--- config.mk ---
export PLATFORM = sky130hd
export DESIGN_NAME = store_merge
export DESIGN_NICKNAME = d
export VERILOG_FILES = /design/src/rtl/store_merge.sv
export SDC_FILE = /design/constraint.sdc
export NUM_CORES = 1
export LEC_CHECK = 0
export CORE_UTILIZATION = 46
export DETAILED_ROUTE_END_ITERATION = 10
export PLACE_DENSITY = 0.79
export SETUP_SLACK_MARGIN = 0.2
export SYNTH_ARGS = -nofsm -noshare
export SYNTH_HDL_FRONTEND = slang
export SYNTH_SLANG_ARGS = --single-unit
--- constraint.sdc ---
create_clock -name clk -period 3.5 [get_ports clk]
set_clock_uncertainty 0.2 [all_clocks]
set_input_delay 1.05 -clock clk [delete_from_list [all_inputs] [get_ports clk]]
set_output_delay 1.05 -clock clk [all_outputs]
set_load 0.03 [all_outputs]
--- src/rtl/store_merge.sv ---
// store_merge: sub-word store unit doing read-modify-write of a 32-bit word memory.
// SW writes directly; SH/SB read the word, merge the lane, then write it back.
module store_merge #(
    parameter int ADDR_W = 32
) (
    input  logic              clk,
    input  logic              rst_n,
    input  logic              req,
    input  logic [ADDR_W-1:0] addr,
    input  logic [31:0]       wdata,
    input  logic [1:0]        st_funct,
    output logic              busy,
    output logic              done,
    output logic              misalign,
    output logic [ADDR_W-1:0] mem_addr,
    output logic              mem_rd,
    output logic              mem_wr,
    output logic [31:0]       mem_wdata,
    input  logic [31:0]       mem_rdata,
    input  logic              mem_ack
);
    typedef enum logic [2:0] {IDLE, READ, WRITE, DONE, ERR} state_t;

    state_t            state_q, state_d;
    logic [1:0]        lane_q, lane_d;
    logic [15:0]       data_q, data_d;
    logic              sb_q, sb_d;
    logic              busy_q, busy_d;
    logic              done_q, done_d;
    logic              misalign_q, misalign_d;
    logic [ADDR_W-1:0] mem_addr_q, mem_addr_d;
    logic              mem_rd_q, mem_rd_d;
    logic              mem_wr_q, mem_wr_d;
    logic [31:0]       mem_wdata_q, mem_wdata_d;
    logic              bad;
    logic [31:0]       merged;

    assign bad = (st_funct == 2'b11) || (st_funct == 2'b01 && addr[0]) ||
                 (st_funct == 2'b00 && addr[1:0] != 2'b00);

    // Little-endian lane replacement over the word returned by the read.
    always_comb begin
        merged = mem_rdata;
        if (sb_q)
            merged[{lane_q, 3'b000} +: 8] = data_q[7:0];
        else
            merged[{lane_q[1], 4'b0000} +: 16] = data_q;
    end

    always_comb begin
        state_d     = state_q;
        lane_d      = lane_q;
        data_d      = data_q;
        sb_d        = sb_q;
        busy_d      = busy_q;
        done_d      = 1'b0;
        misalign_d  = 1'b0;
        mem_addr_d  = mem_addr_q;
        mem_rd_d    = mem_rd_q;
        mem_wr_d    = mem_wr_q;
        mem_wdata_d = mem_wdata_q;
        case (state_q)
            IDLE: if (req) begin
                lane_d     = addr[1:0];
                data_d     = wdata[15:0];
                sb_d       = st_funct == 2'b10;
                mem_addr_d = {addr[ADDR_W-1:2], 2'b00};
                busy_d     = 1'b1;
                if (bad) begin
                    state_d    = ERR;
                    misalign_d = 1'b1;
                end else if (st_funct == 2'b00) begin
                    state_d     = WRITE;
                    mem_wr_d    = 1'b1;
                    mem_wdata_d = wdata;
                end else begin
                    state_d  = READ;
                    mem_rd_d = 1'b1;
                end
            end
            READ: if (mem_ack) begin
                state_d     = WRITE;
                mem_rd_d    = 1'b0;
                mem_wr_d    = 1'b1;
                mem_wdata_d = merged;
            end
            WRITE: if (mem_ack) begin
                state_d     = DONE;
                mem_wr_d    = 1'b0;
                mem_wdata_d = 32'h0;
                done_d      = 1'b1;
            end
            DONE, ERR: begin
                state_d = IDLE;
                busy_d  = 1'b0;
            end
            default: begin
                state_d     = IDLE;
                busy_d      = 1'b0;
                mem_rd_d    = 1'b0;
                mem_wr_d    = 1'b0;
                mem_wdata_d = 32'h0;
            end
        endcase
    end

    always_ff @(posedge clk or negedge rst_n) begin
        if (!rst_n) begin
            state_q     <= IDLE;
            lane_q      <= 2'b00;
            data_q      <= 16'h0;
            sb_q        <= 1'b0;
            busy_q      <= 1'b0;
            done_q      <= 1'b0;
            misalign_q  <= 1'b0;
            mem_addr_q  <= '0;
            mem_rd_q    <= 1'b0;
            mem_wr_q    <= 1'b0;
            mem_wdata_q <= 32'h0;
        end else begin
            state_q     <= state_d;
            lane_q      <= lane_d;
            data_q      <= data_d;
            sb_q        <= sb_d;
            busy_q      <= busy_d;
            done_q      <= done_d;
            misalign_q  <= misalign_d;
            mem_addr_q  <= mem_addr_d;
            mem_rd_q    <= mem_rd_d;
            mem_wr_q    <= mem_wr_d;
            mem_wdata_q <= mem_wdata_d;
        end
    end

    assign busy      = busy_q;
    assign done      = done_q;
    assign misalign  = misalign_q;
    assign mem_addr  = mem_addr_q;
    assign mem_rd    = mem_rd_q;
    assign mem_wr    = mem_wr_q;
    assign mem_wdata = mem_wdata_q;
endmodule

==> results.cfg <==
[outcome]
outcome = complete, no violations

[grt]
grt_pass1_wl_mm = 22.28
grt_max_degree = 59
grt_pass1_vias = 4421
grt_overflow = 0
track_usage = 0.2506
antenna_found_initial = 0

[synth]
syn_avg_cell_area_um2 = 11.49
muxShareOfSynthArea = 0.1941
synth_fa_ha_area_frac = 0.01224
synth-simple-area-share = 0.08446
synth_xor_area_frac = 0
synth_compound_area_frac = 0.1785
ys_ff_latch = 89
synth_top_family_by_area = multiplexers
synth_cells = 445
synthArstFlopShare = 1.000
syn-cell-area_um2 = 5111
yosysUniqueCellTypes = 44
ys_seq_area_frac = 0.4357
synth_ff_type = dfrtp_1
synth-edff-count = 0
yosysWarnings = 0

[sta]
finalCritPeriodShare = 0.8188
finalMaxSlewViolations = 0
tns_ps = 0
finalSetupViolations = 0
fmax_mhz = 349.0
relSlewSlack = 0.2873
finalHoldViolCount = 0
rsz0062_at_grt = no
period_needed_ps = 2866
worst_slew_pin_slew_ps = 1069

[worst_setup_path]
cp-start-kind = flip-flop
cp_max_fo = 14
rr_worst_depth = 6
crit_type = flip-flop to flip-flop
required_ps = 3540
arrival_ps = 2910
endpoint_kind = flip-flop

[flow_run]
cap_violations = 0

[clock_network]
cts_root_buf = clkbuf_8
htreeDepth = 3
clk_latency_ps = 350
cts_num_sinks = 89
numCtsBuffers = 9
cts_resized = 0
cts_tree = done
ctsHoldBuffers = 0
clockBufferDepth = 2
postCtsSetupBuffers = 0
clkTransAtPathRegs_ps = 90

[routing]
wire_per_inst_um = 19.22
drc = 0
via_count = 4276
dr.pass1.iters = 5
finalWirelength_mm = 14.05
ant_nets = 0
via_per_inst = 5.850
drt_iter0_markers = 305

[floorplan]
core_area_um2 = 10840
io_pins = 171
num_rows = 38
die_w_um = 107.4
initial_core_util = 0.4715
fp.dieH_um = 107.4
die-area_um2 = 11540

[placement]
gp_congestion = 0.8730
dp_cells = 717
numPortBuffers = 168
dpl_cell_area_um2 = 6686
dp_hpwl_mm = 9.964

[hold_path]
hold_path_class = flip-flop to flip-flop
min_path_cells = 1

[pwr]
peakVddDrop_v = 0.0004681
leakage_nw = 2.857
p_per_area_nw_per_um2 = 955.3

[finish]
finalNonFillerCells = 731
stdcell_area_um2 = 6884
post-route-util = 0.6350
syn_to_final_growth_pct = 34.69
fin_nets = 695
n_antenna_cell = 0
drive_above_1_share = 0.1032
-- per-layer routing --
| metal | GRT usage | routed length (µm) |
|---|---|---|
| met2 | 0.3829 | 6350 |
| met3 | 0.06719 | 1458 |
| met5 | 0 | 0 |
| met1 | 0.3233 | 5725 |
| met4 | 0.1350 | 518 |
-- registers in the layout, summed over array words and instances (netlist names) --
signal,cells
busy,1
mem_wr,1
mem_addr,30
mem_wdata,32
mem_rd,1
misalign,1
state_q,3
data_q,16
lane_q,2
sb_q,1
done,1
-- cells in the final DEF, fill, tap and decap left out, types with 2 or more instances in the layout --
master and instances:
bufinv_16 2, nand4bb_1 2, nand2_1 53, dfrtp_1 88, o211ai_1 24, mux2_2 3
ha_1 5, nor2_1 4, conb_1 2, o311ai_0 8, a32o_1 32, clkdlybuf4s50_1 167
clkinv_2 2, nor2b_1 5, mux2_4 30, mux2_1 38, buf_12 2, nand2b_1 8
buf_4 4, mux2i_1 8, nor3b_1 3, o21ai_1 12, clkbuf_8 9, inv_1 35
o221ai_1 24, and2_4 2
-- layout make-up --
class,instances,area [µm²]
multi-input combinational,279,2406
fill,881,3956
clock inverter,4,70.07
timing repair buffer,173,1742
tap,140,175.2
inverter,36,135.1
sequential,89,2228
clock buffer,10,127.6
-- cell families after synthesis --
| logic type | Yosys count |
|---|---|
| AO/OA/AOI/OAI | 108 |
| flip-flops | 89 |
| AND/OR/NAND/NOR | 85 |
| multiplexers | 79 |
| buffers and inverters | 78 |
| adder cells (fa/ha/maj) | 5 |
| other | 1 |
-- where the power goes --
group	switching (mW)	leakage, nW	internal [mW]
logic	2.10	1.66	1.83
clock network	0.353	0.102	0.393
registers	0.394	1.10	1.50
-- stage by stage --
| step | hold slack [ps] | worst slack (ps) | power (mW) |
|---|---|---|---|
| floorplan | 279.9 | 1034 | 4.690 |
| finish | 288.2 | 634.3 | 6.576 |
| detailed placement | 276.0 | 324.3 | 5.831 |
| global placement | 266.3 | 377.8 | 5.711 |
| CTS | 292.8 | 699.4 | 6.602 |
| global route | 305.4 | 510.6 | 6.933 |
-- worst max-delay path: stages (launching register included) --
cell,delay (ps)
dfrtp_1,640
inv_1,190
ha_1,520
nand4bb_1,390
o221ai_1,190
a32o_1,360
mux2_4,260
-- worst paths after layout --
check                           slack (ps)                     start                   endpoint
worst max-delay path                   630     lane_q[0]$_DFFE_PN0P_  mem_wdata[29]$_DFFE_PN0P_
worst min-delay path                   290  mem_addr[25]$_DFFE_PN0P_   mem_addr[25]$_DFFE_PN0P_
worst max register to register         630     lane_q[0]$_DFFE_PN0P_  mem_wdata[29]$_DFFE_PN0P_
worst min register to register         290  mem_addr[25]$_DFFE_PN0P_   mem_addr[25]$_DFFE_PN0P_
max in group asynchronous             1910                     rst_n   mem_addr[27]$_DFFE_PN0P_
min in group asynchronous              550                     rst_n  mem_wdata[25]$_DFFE_PN0P_
-- synth_stat cells, types with 2 or more instances --
master | n | share of area
mux2i_1 | 8 | 0.016
nor2b_1 | 5 | 0.0061
nor2_1 | 4 | 0.0029
buf_6 | 7 | 0.015
a32o_1 | 32 | 0.063
o211ai_1 | 24 | 0.035
dfrtp_1 | 89 | 0.44
ha_1 | 5 | 0.012
o311ai_0 | 8 | 0.014
buf_8 | 3 | 0.0088
nor3b_1 | 3 | 0.0044
inv_1 | 35 | 0.026
o21ai_1 | 12 | 0.012
mux2_1 | 38 | 0.084
nand2_1 | 53 | 0.039
clkbuf_2 | 2 | 0.0020
mux2_4 | 30 | 0.088
buf_2 | 16 | 0.016
mux2_2 | 3 | 0.0066
clkbuf_1 | 6 | 0.0044
buf_12 | 4 | 0.016
nand2b_1 | 8 | 0.0098
o221ai_1 | 24 | 0.041
buf_4 | 4 | 0.0059
nand4bb_1 | 2 | 0.0044
and2_4 | 2 | 0.0034
No activity file was read; power rests on OpenSTA's default activity.
